File: config.mk
export PLATFORM = sky130hd
export DESIGN_NAME = corefifo_sync_reset_seq
export DESIGN_NICKNAME = d
export VERILOG_FILES = /design/src/rtl/corefifo_seq_pkg.sv /design/src/rtl/corefifo_sync_reset_seq.sv
export SDC_FILE = /design/constraint.sdc
export NUM_CORES = 1
export LEC_CHECK = 0
export ABC_AREA = 1
export CAP_MARGIN = 20
export CORE_MARGIN = 5
export CORE_UTILIZATION = 44
export CTS_BUF_LIST = sky130_fd_sc_hd__clkbuf_4
export CTS_CLUSTER_SIZE = 40
export DETAILED_ROUTE_END_ITERATION = 16
export GPL_ROUTABILITY_DRIVEN = 0
export PLACE_DENSITY = 0.65
export SLEW_MARGIN = 20
export SYNTH_ARGS = -nofsm -noshare
export SYNTH_HDL_FRONTEND = slang
export SYNTH_SLANG_ARGS = --single-unit
File: constraint.sdc
create_clock -name clk -period 2.2 [get_ports clk]
set_input_delay 0.44 -clock clk [delete_from_list [all_inputs] [get_ports clk]]
set_output_delay 0.44 -clock clk [all_outputs]
set_load 0.02 [all_outputs]
File: src/rtl/corefifo_seq_pkg.sv
// State encoding shared by the FIFO reset/flush sequencer.
package corefifo_seq_pkg;

  localparam int unsigned STATE_W = 2;

  typedef enum logic [STATE_W-1:0] {
    FLUSH  = 2'd0,
    SETTLE = 2'd1,
    READY  = 2'd2,
    DRAIN  = 2'd3
  } seq_state_t;

endpackage

File: src/rtl/corefifo_sync_reset_seq.sv
// Reset/flush sequencer for FIFO pointer synchronizers and flag logic.
// Optional write-drain phase before a requested flush: define COREFIFO_SEQ_DRAIN_EN.
module corefifo_sync_reset_seq
  import corefifo_seq_pkg::*;
#(
  parameter int unsigned NUM_STAGES    = 2,
  parameter int unsigned FLUSH_CYCLES  = 4,
  parameter int unsigned CNT_W         = 8,
  parameter int unsigned DRAIN_TIMEOUT = 16
) (
  input  logic             clk,
  input  logic             arst,
  input  logic             flush_req,
  input  logic             wr_active,
  output logic             srstn,
  output logic             fifo_ready,
  output logic             wr_gate,
  output logic             rd_gate,
  output logic             flush_ack,
  output logic [CNT_W-1:0] flush_count
`ifdef COREFIFO_SEQ_DRAIN_EN
  ,
  output logic             drain_timeout
`endif
);

  localparam logic [CNT_W-1:0] FLUSH_LAST  = CNT_W'(FLUSH_CYCLES - 1);
  localparam logic [CNT_W-1:0] SETTLE_LAST = CNT_W'(NUM_STAGES);
  localparam logic [CNT_W-1:0] CNT_ONE     = CNT_W'(1);

  seq_state_t       r_state;
  seq_state_t       w_next_state;
  logic [CNT_W-1:0] r_cnt;
  logic [CNT_W-1:0] w_next_cnt;
  logic             r_pend;
  logic             w_set_pend;
  logic             r_srstn;
  logic             r_ready;
  logic             r_ack;
  logic [CNT_W-1:0] r_flush_count;
  logic             w_srstn;
  logic             w_ready;
  logic             w_ack;
  logic [CNT_W-1:0] w_flush_count;

`ifdef COREFIFO_SEQ_DRAIN_EN
  localparam logic [CNT_W-1:0] DRAIN_LAST = CNT_W'(DRAIN_TIMEOUT - 1);
  logic r_tmo;
  logic w_tmo;
`else
  logic w_unused_wr_active;
  assign w_unused_wr_active = wr_active;
`endif

  always_ff @(posedge clk or posedge arst) begin
    if (arst) begin
      r_state       <= FLUSH;
      r_cnt         <= '0;
      r_pend        <= 1'b0;
      r_srstn       <= 1'b0;
      r_ready       <= 1'b0;
      r_ack         <= 1'b0;
      r_flush_count <= '0;
`ifdef COREFIFO_SEQ_DRAIN_EN
      r_tmo         <= 1'b0;
`endif
    end else begin
      r_state       <= w_next_state;
      r_cnt         <= w_next_cnt;
      r_pend        <= w_set_pend | (r_pend & ~w_ack);
      r_srstn       <= w_srstn;
      r_ready       <= w_ready;
      r_ack         <= w_ack;
      r_flush_count <= w_flush_count;
`ifdef COREFIFO_SEQ_DRAIN_EN
      r_tmo         <= r_tmo | w_tmo;
`endif
    end
  end

  // The ack cycle blocks a new request so every requested flush is acknowledged once.
  always_comb begin
    w_next_state = r_state;
    w_next_cnt   = r_cnt;
    w_set_pend   = 1'b0;
`ifdef COREFIFO_SEQ_DRAIN_EN
    w_tmo        = 1'b0;
`endif
    case (r_state)
      FLUSH: begin
        if (r_cnt == FLUSH_LAST) begin
          w_next_state = SETTLE;
          w_next_cnt   = '0;
        end else begin
          w_next_cnt = r_cnt + CNT_ONE;
        end
      end
      SETTLE: begin
        if (r_cnt == SETTLE_LAST) begin
          w_next_state = READY;
          w_next_cnt   = '0;
        end else begin
          w_next_cnt = r_cnt + CNT_ONE;
        end
      end
      READY: begin
        if (flush_req && !r_ack) begin
`ifdef COREFIFO_SEQ_DRAIN_EN
          w_next_state = DRAIN;
`else
          w_next_state = FLUSH;
`endif
          w_next_cnt   = '0;
          w_set_pend   = 1'b1;
        end
      end
`ifdef COREFIFO_SEQ_DRAIN_EN
      DRAIN: begin
        if (!wr_active) begin
          w_next_state = FLUSH;
          w_next_cnt   = '0;
        end else if (r_cnt == DRAIN_LAST) begin
          w_next_state = FLUSH;
          w_next_cnt   = '0;
          w_tmo        = 1'b1;
        end else begin
          w_next_cnt = r_cnt + CNT_ONE;
        end
      end
`endif
      default: begin
        w_next_state = FLUSH;
        w_next_cnt   = '0;
      end
    endcase
  end

  // Outputs are decoded from the next state and registered.
  always_comb begin
    w_srstn       = (w_next_state != FLUSH);
    w_ready       = (w_next_state == READY);
    w_ack         = r_pend && (r_state == SETTLE) && (w_next_state == READY);
    w_flush_count = r_flush_count;
    if (w_ack && (r_flush_count != '1)) begin
      w_flush_count = r_flush_count + CNT_ONE;
    end
  end

  assign srstn       = r_srstn;
  assign fifo_ready  = r_ready;
  assign wr_gate     = r_ready;
  assign rd_gate     = r_ready;
  assign flush_ack   = r_ack;
  assign flush_count = r_flush_count;
`ifdef COREFIFO_SEQ_DRAIN_EN
  assign drain_timeout = r_tmo;
`endif

endmodule
# Word-level counts from Yosys, hierarchy flattened
# Cells that the tools add are included.
[word_totals]
mem_bits_rw = 0
elab_cells = 36
latchBits = 0
n_memories = 0
input_bits = 4
mem_bits_ro = 0
regBits = 22
[op_classes]
shift = 0
n_reduce_logical = 7
div_mod_pow = 0
n_bitwise = 3
add_sub_neg = 2
n_lt_le_gt_ge = 0
n_mul = 0
eq_ne = 7
muxes = 10
[ops]
columns = ["cell", "count"]
rows = [
  ["$mux W8", 3],
  ["$pmux W8 S3", 1],
  ["$add A8 B1 Y8 const B", 2],
  ["$eq A8 B2 Y1 const B", 2],
  ["$ne A8 B8 Y1 const B", 1],
  ["$mux W2", 3],
  ["$pmux W2 S3", 1],
  ["$eq A2 B2 Y1 const B", 2],
  ["$logic_and A1 B1 Y1", 4],
  ["$eq A2 B1 Y1 const B", 1],
  ["$logic_not A2 Y1", 1],
  ["$mux W1", 2],
  ["$ne A2 B2 Y1 const B", 1],
  ["$reduce_bool A2 Y1", 1],
  ["$and A1 B1 Y1", 1],
  ["$logic_not A1 Y1", 1],
  ["$not A1 Y1", 1],
  ["$or A1 B1 Y1", 1],
]

# Longest topological paths before layout
# Gate-level depths: netlist of the first run.
[depth]
word_depth = 9
depth_mapped = 9
mapped_depth_nobuf = 9

# Least setup slack after synthesis of the first run
# Ideal clock, no wire load.
[synth_path]
path_kind = "register -> register"
from = "register r_flush_count[1], in the netlist flush_count[1]"
to = "register r_flush_count[6], in the netlist flush_count[6]"
arrival_ns = 1.376
required_ns = 2.134
period_less_slack_ns = 1.442
setup_slack_ns = 0.758
setup_time_ns = 0.066
stages_incl_launch_ff = 8
cell_sequence = "dfrtp_1 > ha_1 > inv_2 > nor2_2 > nand4_4 > nand3_4 > nand2_1 > nand2_1"
[synth_via]
elab_chain_cells = 2
word_cells_on_any_way = 3
classes_between = "add/sub: 1; eq/ne: 1; reduce/logical: 1"
[synth_lines]
columns = ["element", "line", "text"]
rows = [
  ["start: declaration", "corefifo_sync_reset_seq.sv:40", "logic [CNT_W-1:0] r_flush_count;"],
  ["start signal: assignment", "corefifo_sync_reset_seq.sv:74", "r_flush_count <= w_flush_count;"],
  ["parallel branches: the longest is 2 deep, another holds $add A8 B1 Y8", "-", ""],
]
# Several ways; the timed one is not identified.
# A chain may end at the register's enable or synchronous reset.

# Final worst setup path of the first run
[layout_path]
from = "register r_flush_count[6], in the netlist flush_count[6]"
to = "output flush_count[6]"
[layout_lines]
columns = ["element", "line", "text"]
rows = [
  ["end: declaration", "corefifo_sync_reset_seq.sv:20", "output logic [CNT_W-1:0] flush_count"],
]
# No word-level cell between the ends.

==> flow_summary.rst, run 1 <==
.. list-table::
   :header-rows: 1

   * - Metric
     - Value
   * - Result of the run
     - finished clean
   * - Setup slack after layout
     - 0.320 ns
   * - Detailed Routing Iterations Pass 1
     - 4
   * - Area enclosed by the die boundary
     - 4230 µm²
   * - Leakage power of the design
     - 0.769 nW
   * - Peak per-stage delay on the critical path
     - 0.65 ns
   * - Count of pins over their slew limit
     - 0
   * - Setup repair after global routing missed its margin
     - no
   * - Clock buffers created by TritonCTS
     - 3
   * - Highest Clock Rate
     - 532 MHz
   * - Critical path's top delay family
     - buffers and inverters
   * - Input/output buffers
     - 15
   * - Worst max-slew margin expressed relative to the limit
     - 60.5%
   * - Placeable core region
     - 2980 µm²
   * - Largest vdd supply drop
     - 0.456 mV
   * - Clock-pin slew of the registers on the worst-case setup and hold paths
     - 0.13 ns
   * - Drt first-iter violations
     - 62
   * - Hold Crit Class
     - in -> async
   * - Net count of the mapped netlist
     - 177
   * - Buf/Inv on CP
     - 1
   * - Clk_lat worst skew
     - 0.32 ns
   * - Number of instances in the placed design
     - 216
   * - Critical path data arrival time
     - 1.44 ns
   * - Post-Layout Cell Count
     - 220
   * - Clk sinks
     - 22
   * - CTS tree
     - built
   * - Routed via count
     - 1118
   * - Count of H-tree levels built during CTS
     - 1
   * - Worst Path Required
     - 1.76 ns
   * - Synth Cell Area
     - 1330 µm²
   * - Cell accounting for the most synthesized area
     - sky130_fd_sc_hd__dfrtp_1
   * - Proportion of layout cells with a drive suffix above 1
     - 9.63%
   * - Clock buffer depth
     - 2
   * - Detailed-route wire length per cell
     - 12.3 µm
   * - Async set-or-reset flop fraction in the synthesized netlist
     - 100%
   * - Sequential share of power
     - 41.0%
   * - Worst-path fanout max
     - 6
   * - Signed area change from the synthesized netlist to the final layout
     - 14.3%
   * - Diodes inserted
     - 0
   * - Total of endpoints with negative setup slack in the final report
     - 0
   * - Library cell used as clock root buffer
     - sky130_fd_sc_hd__clkbuf_4
   * - Number of rows created at floorplan
     - 20
   * - Cells along the critical path
     - clkdlybuf4s50_1
   * - Hold violation total from the final report
     - 0
   * - Total number of yosys warnings
     - 0
   * - Die boundary width
     - 65.0 µm
   * - Vias per std cell
     - 5.08
   * - Y dimension of the die
     - 65.0 µm
   * - Time the worst path needs with I/O delays and setup
     - 1.88 ns
   * - Worst Skew
     - 0.0147 ns
   * - Via count of the first global-routing pass
     - 1086
   * - Setup WS pre-CTS
     - 0.392 ns
   * - Remaining number of nets flagged by the antenna check after routing
     - 0
   * - Worst-Margin Slew
     - 0.590 ns
   * - Util after Layout
     - 51.1%
   * - Number of setup buffers added after CTS
     - 0
   * - Post-synth EDFFs
     - 0
   * - Setup total negative slack
     - 0 ns
   * - GRT Overall Usage
     - 14.7%
   * - Cell Int Power
     - 0.813 mW
   * - Fin crit share
     - 85.4%
   * - Max-cap violations
     - 0
   * - Detailed Place HPWL
     - 1970 µm
   * - Logic gate share of total power
     - 45.8%
   * - Part of the power in the clock network
     - 13.3%
   * - Seq/Total Area, Yosys
     - 41.4%
   * - Element type at the critical path start
     - flop
   * - Global-route wire length before repair
     - 4890 µm
   * - Sum of overflow across all layers after global routing
     - 0
   * - Maximum number of pins on one net before global-route repair
     - 23
   * - Post-synthesis register bit count
     - 22
   * - Cell count after synthesis
     - 170
   * - Count of unique library cells instantiated by Yosys
     - 27
   * - Starting Density
     - 44.7%
   * - Residual DRC count
     - 0
   * - Top cells by area, synth
     - sky130_fd_sc_hd__dfrtp_1 41%, sky130_fd_sc_hd__nand2_1 16%, sky130_fd_sc_hd__nand3_1 6.0%, sky130_fd_sc_hd__inv_1 5.4%, sky130_fd_sc_hd__nand4_1 4.2%
   * - Initial antenna violation count
     - 0
   * - Switching share of power
     - 44.4%
   * - Hold-fix buffers, CTS
     - 0
   * - Cell Pwr Density
     - 962 nW/µm²
   * - Endpoint kind of the worst setup timing path
     - output port
   * - Kind of critical path
     - reg -> out
   * - Predominant post-synthesis flop cell
     - sky130_fd_sc_hd__dfrtp_1
   * - Nets@finish
     - 195
   * - Average footprint of a synthesized cell
     - 7.83 µm²
   * - Number of gates resized after cts
     - 0
   * - Synth top area share
     - 41.4%
   * - DRT Wirelength
     - 2700 µm
   * - Top cell types by occurrence after synthesis
     - 55 x sky130_fd_sc_hd__nand2_1, 22 x sky130_fd_sc_hd__dfrtp_1, 19 x sky130_fd_sc_hd__inv_1, 16 x sky130_fd_sc_hd__nand3_1, 9 x sky130_fd_sc_hd__nand4_1
   * - WHS
     - 0.450 ns
   * - Switching power
     - 0.650 mW
   * - Boundary Pins
     - 17
   * - Highest-delay cell along the critical path
     - sky130_fd_sc_hd__clkdlybuf4s50_1
   * - Most numerous cell in the Yosys netlist
     - sky130_fd_sc_hd__nand2_1
==> power groups by stage <==
stage	Clock, mW	Combinational [mW]	Sequential, mW
6_report	0.194	0.670	0.599
5_1_grt	0.222	0.756	0.615
4_1_cts	0.201	0.677	0.599
3_5_place_dp	0	0.679	0.606
3_3_place_gp	0	0.659	0.601
2_1_floorplan	0	0.483	0.625
==> flip-flops by register name, summed over array words and instances (netlist names) <==
name and count:
flush_count 8, r_pend 1, srstn 1, fifo_ready 1, r_cnt 8, flush_ack 1
r_state 2
==> worst paths after layout <==
kind | startpoint | to | slack, ns | cells after the start
min in group clk | r_pend | r_pend | 0.50 | 2
max in group asynchronous | arst | r_state[0] | 1.51 | 3
worst min-delay path | arst | flush_count[4] | 0.45 | 3
worst min register to register | r_pend | r_pend | 0.50 | 2
worst max-delay path | flush_count[6] | flush_count[6] | 0.32 | 1
worst max register to register | flush_count[1] | flush_count[6] | 0.65 | 7
==> cell type report <==
type	count	area, µm²
repair buffers	16	158
flip-flops and latches	22	551
inverters	24	92.6
clock inverters	1	3.75
multi-input cells	121	653
clock buffers	3	22.5
fillers	292	1460
well taps	33	41.3
==> cells in the final DEF (no fill, tap or decap) <==
cell type and n:
sky130_fd_sc_hd__dfrtp_1 22, sky130_fd_sc_hd__nand4_4 1, sky130_fd_sc_hd__nand4_1 9, sky130_fd_sc_hd__o21ai_2 1
sky130_fd_sc_hd__o211ai_1 4, sky130_fd_sc_hd__nand2_1 55, sky130_fd_sc_hd__clkbuf_4 3, sky130_fd_sc_hd__inv_1 19
sky130_fd_sc_hd__nor2_1 8, sky130_fd_sc_hd__nor2_2 2, sky130_fd_sc_hd__o21bai_1 1, sky130_fd_sc_hd__clkdlybuf4s50_1 15
sky130_fd_sc_hd__nor2_4 2, sky130_fd_sc_hd__xnor2_1 1, sky130_fd_sc_hd__nand3b_1 2, sky130_fd_sc_hd__nand3_4 1
sky130_fd_sc_hd__nand3_2 1, sky130_fd_sc_hd__nor3_1 1, sky130_fd_sc_hd__clkinv_1 2, sky130_fd_sc_hd__nand2_2 1
sky130_fd_sc_hd__nand3_1 16, sky130_fd_sc_hd__ha_1 3, sky130_fd_sc_hd__inv_4 1, sky130_fd_sc_hd__buf_4 1
sky130_fd_sc_hd__nand2_4 1, sky130_fd_sc_hd__inv_2 3, sky130_fd_sc_hd__o21ai_0 8, sky130_fd_sc_hd__xor2_1 3
==> metrics by stage <==
| step | total power [mW] | area (µm²) |
|---|---|---|
| 2_1_floorplan | 1.11 | 1330 |
| 3_3_place_gp | 1.26 | 1500 |
| 3_5_place_dp | 1.28 | 1500 |
| 4_1_cts | 1.48 | 1520 |
| 5_1_grt | 1.59 | 1520 |
| 6_report | 1.46 | 1520 |
==> logic make-up after synthesis <==
family                   count (synthesis)  synth area share [%]
AO/OA/AOI/OAI                           14                  6.49
XOR/XNOR                                 4                  2.63
adder cells (fa/ha/maj)                  3                  2.82
buffers and inverters                   27                  9.59
flip-flops                              22                  41.4
AND/OR/NAND/NOR                        100                  37.1
==> layer usage <==
metal	vias to the layer above	track usage, %	share of wire [%]
met5	-	0	0
met1	515	20.0	50
met4	0	4.49	0.85
met3	4	2.95	2.4
li1	583	-	-
met2	16	23.2	47
(Power assumes the default switching activity.)
==> inputs of run 2 (changes only) <==
--- a/config.mk
+++ b/config.mk
@@ -10,6 +10,7 @@
 export CORE_MARGIN = 5
 export CORE_UTILIZATION = 44
 export CTS_BUF_LIST = sky130_fd_sc_hd__clkbuf_4
+export CTS_CLUSTER_DIAMETER = 80
 export CTS_CLUSTER_SIZE = 40
 export DETAILED_ROUTE_END_ITERATION = 16
 export GPL_ROUTABILITY_DRIVEN = 0
==> constraint.sdc (replaced) <==
create_clock -name clk -period 2.2 [get_ports clk]
set_input_delay 0.33 -clock clk [delete_from_list [all_inputs] [get_ports clk]]
set_output_delay 0.33 -clock clk [all_outputs]
set_load 0.02 [all_outputs]
==> run 2 against run 1 <==
Via count is 2.3% higher. Final cell count is the same. Clock skew down 0.0098 ns. Register-to-register slack gained 0.03 ns. Design area grew 1.7%. Non-clock buffer count is the same. Critical path type unchanged. Largest power group unchanged.
==> flow_summary.rst, run 2 (synthesis gave the netlist of run 1 again) <==
.. list-table::
   :header-rows: 1

   * - Metric
     - Value
   * - CTS tree
     - built
   * - Sequential share of power
     - 37.5%
   * - Count of pins over their slew limit
     - 0
   * - Sum of overflow across all layers after global routing
     - 0
   * - Initial antenna violation count
     - 0
   * - Setup total negative slack
     - 0 ns
   * - Count of H-tree levels built during CTS
     - 1
   * - Starting Density
     - 44.7%
   * - Switching share of power
     - 41.5%
   * - Highest-delay cell along the critical path
     - sky130_fd_sc_hd__clkdlybuf4s50_1
   * - Total of endpoints with negative setup slack in the final report
     - 0
   * - Clock-pin slew of the registers on the worst-case setup and hold paths
     - 0.13 ns
   * - Kind of critical path
     - reg -> out
   * - Highest Clock Rate
     - 568 MHz
   * - Library cell used as clock root buffer
     - sky130_fd_sc_hd__clkbuf_4
   * - Die boundary width
     - 65.0 µm
   * - Number of instances in the placed design
     - 216
   * - Post-Layout Cell Count
     - 220
   * - Detailed Routing Iterations Pass 1
     - 4
   * - Leakage power of the design
     - 0.781 nW
   * - Endpoint kind of the worst setup timing path
     - output port
   * - Input/output buffers
     - 15
   * - Worst Path Required
     - 1.87 ns
   * - GRT Overall Usage
     - 14.4%
   * - Detailed Place HPWL
     - 1990 µm
   * - Time the worst path needs with I/O delays and setup
     - 1.76 ns
   * - Clk_lat worst skew
     - 0.31 ns
   * - Y dimension of the die
     - 65.0 µm
   * - Worst-Margin Slew
     - 0.605 ns
   * - Element type at the critical path start
     - flop
   * - WHS
     - 0.343 ns
   * - Critical path's top delay family
     - buffers and inverters
   * - Global-route wire length before repair
     - 4780 µm
   * - Hold violation total from the final report
     - 0
   * - Leading cell types in the layout, fill and taps excluded
     - 55 x sky130_fd_sc_hd__nand2_1, 22 x sky130_fd_sc_hd__dfrtp_1, 19 x sky130_fd_sc_hd__inv_1
   * - Setup repair after global routing missed its margin
     - no
   * - Result of the run
     - finished clean
   * - Remaining number of nets flagged by the antenna check after routing
     - 0
   * - Largest vdd supply drop
     - 0.464 mV
   * - Worst Skew
     - 0.00493 ns
   * - Part of the power in the clock network
     - 19.4%
   * - Most common library cell in the layout ignoring fill and taps
     - sky130_fd_sc_hd__nand2_1
   * - Placeable core region
     - 2980 µm²
   * - Maximum number of pins on one net before global-route repair
     - 23
   * - Worst-path fanout max
     - 6
   * - Cell Int Power
     - 0.930 mW
   * - Peak per-stage delay on the critical path
     - 0.65 ns
   * - Cell Pwr Density
     - 1030 nW/µm²
   * - Number of gates resized after cts
     - 0
   * - Logic gate share of total power
     - 43.1%
   * - Vias per std cell
     - 5.20
   * - Area enclosed by the die boundary
     - 4230 µm²
   * - Routed via count
     - 1144
   * - Max-cap violations
     - 0
   * - Clock buffers created by TritonCTS
     - 3
   * - Boundary Pins
     - 17
   * - Critical path data arrival time
     - 1.43 ns
   * - Worst max-slew margin expressed relative to the limit
     - 59.5%
   * - Buf/Inv on CP
     - 1
   * - Detailed-route wire length per cell
     - 12.3 µm
   * - Nets@finish
     - 195
   * - Hold Crit Class
     - in -> async
   * - Residual DRC count
     - 0
   * - Switching power
     - 0.661 mW
   * - Signed area change from the synthesized netlist to the final layout
     - 16.3%
   * - Hold-fix buffers, CTS
     - 0
   * - Number of rows created at floorplan
     - 20
   * - Filler Cell Count
     - 285
   * - Via count of the first global-routing pass
     - 1056
   * - Fin crit share
     - 80.0%
   * - Setup WS pre-CTS
     - 0.521 ns
   * - Number of setup buffers added after CTS
     - 0
   * - Clk sinks
     - 22
   * - Clock buffer depth
     - 2
   * - Setup slack after layout
     - 0.440 ns
   * - Cells along the critical path
     - clkdlybuf4s50_1
   * - Diodes inserted
     - 0
   * - DRT Wirelength
     - 2720 µm
   * - Proportion of layout cells with a drive suffix above 1
     - 10.2%
   * - Drt first-iter violations
     - 88
## run 2: cell types whose count changed in the layout (fill, tap and decap cells not counted)
cell,before,now
sky130_fd_sc_hd__clkinv_1,2,1
sky130_fd_sc_hd__bufinv_16,0,1
## run 2: final cells by class
cell class | count | area (µm²) | share of cell area, %
Multi-Input combinational cell | 121 | 653 | 42.2
Sequential cell | 22 | 551 | 35.6
Timing Repair Buffer | 16 | 158 | 10.2
Inverter | 24 | 92.6 | 5.98
Tap cell | 33 | 41.3 | 2.67
Clock inverter | 1 | 30.0 | 1.94
Clock buffer | 3 | 22.5 | 1.46
## run 2: power groups by stage
stage	registers, mW	logic (mW)	clock network (mW)
after floorplan	0.625	0.483	0
after global placement	0.599	0.659	0
after detailed placement	0.602	0.675	0
after CTS	0.594	0.686	0.321
after global routing	0.616	0.763	0.340
final	0.597	0.685	0.309
## run 2: metrics by stage
| stage | utilization (%) | power [mW] | cell area [µm²] |
|---|---|---|---|
| 2_1_floorplan | - | 1.11 | 1330 |
| 3_3_place_gp | 50.2 | 1.26 | 1500 |
| 5_1_grt | 52.0 | 1.72 | 1550 |
| 3_5_place_dp | 50.2 | 1.28 | 1500 |
| 6_report | 52.0 | 1.59 | 1550 |
| 4_1_cts | 52.0 | 1.60 | 1550 |
## run 2: final timing paths
kind | slack (ns) | cells past startpoint | to | startpoint
min in group clk | 0.49 | 2 | r_pend | r_pend
worst max-delay path | 0.44 | 1 | flush_count[6] | flush_count[6]
worst max register to register | 0.68 | 9 | flush_count[7] | r_cnt[0]
max in group asynchronous | 1.64 | 3 | r_cnt[5] | arst
worst min-delay path | 0.34 | 3 | r_cnt[4] | arst
worst min register to register | 0.49 | 2 | r_pend | r_pend
## run 2: routing by layer
metal	up-vias	routed length [µm]	GRT usage [%]
met4	0	16	3.96
met5	-	0	0
met2	36	1280	22.7
met1	520	1280	19.9
met3	2	132	2.77
li1	586	-	-
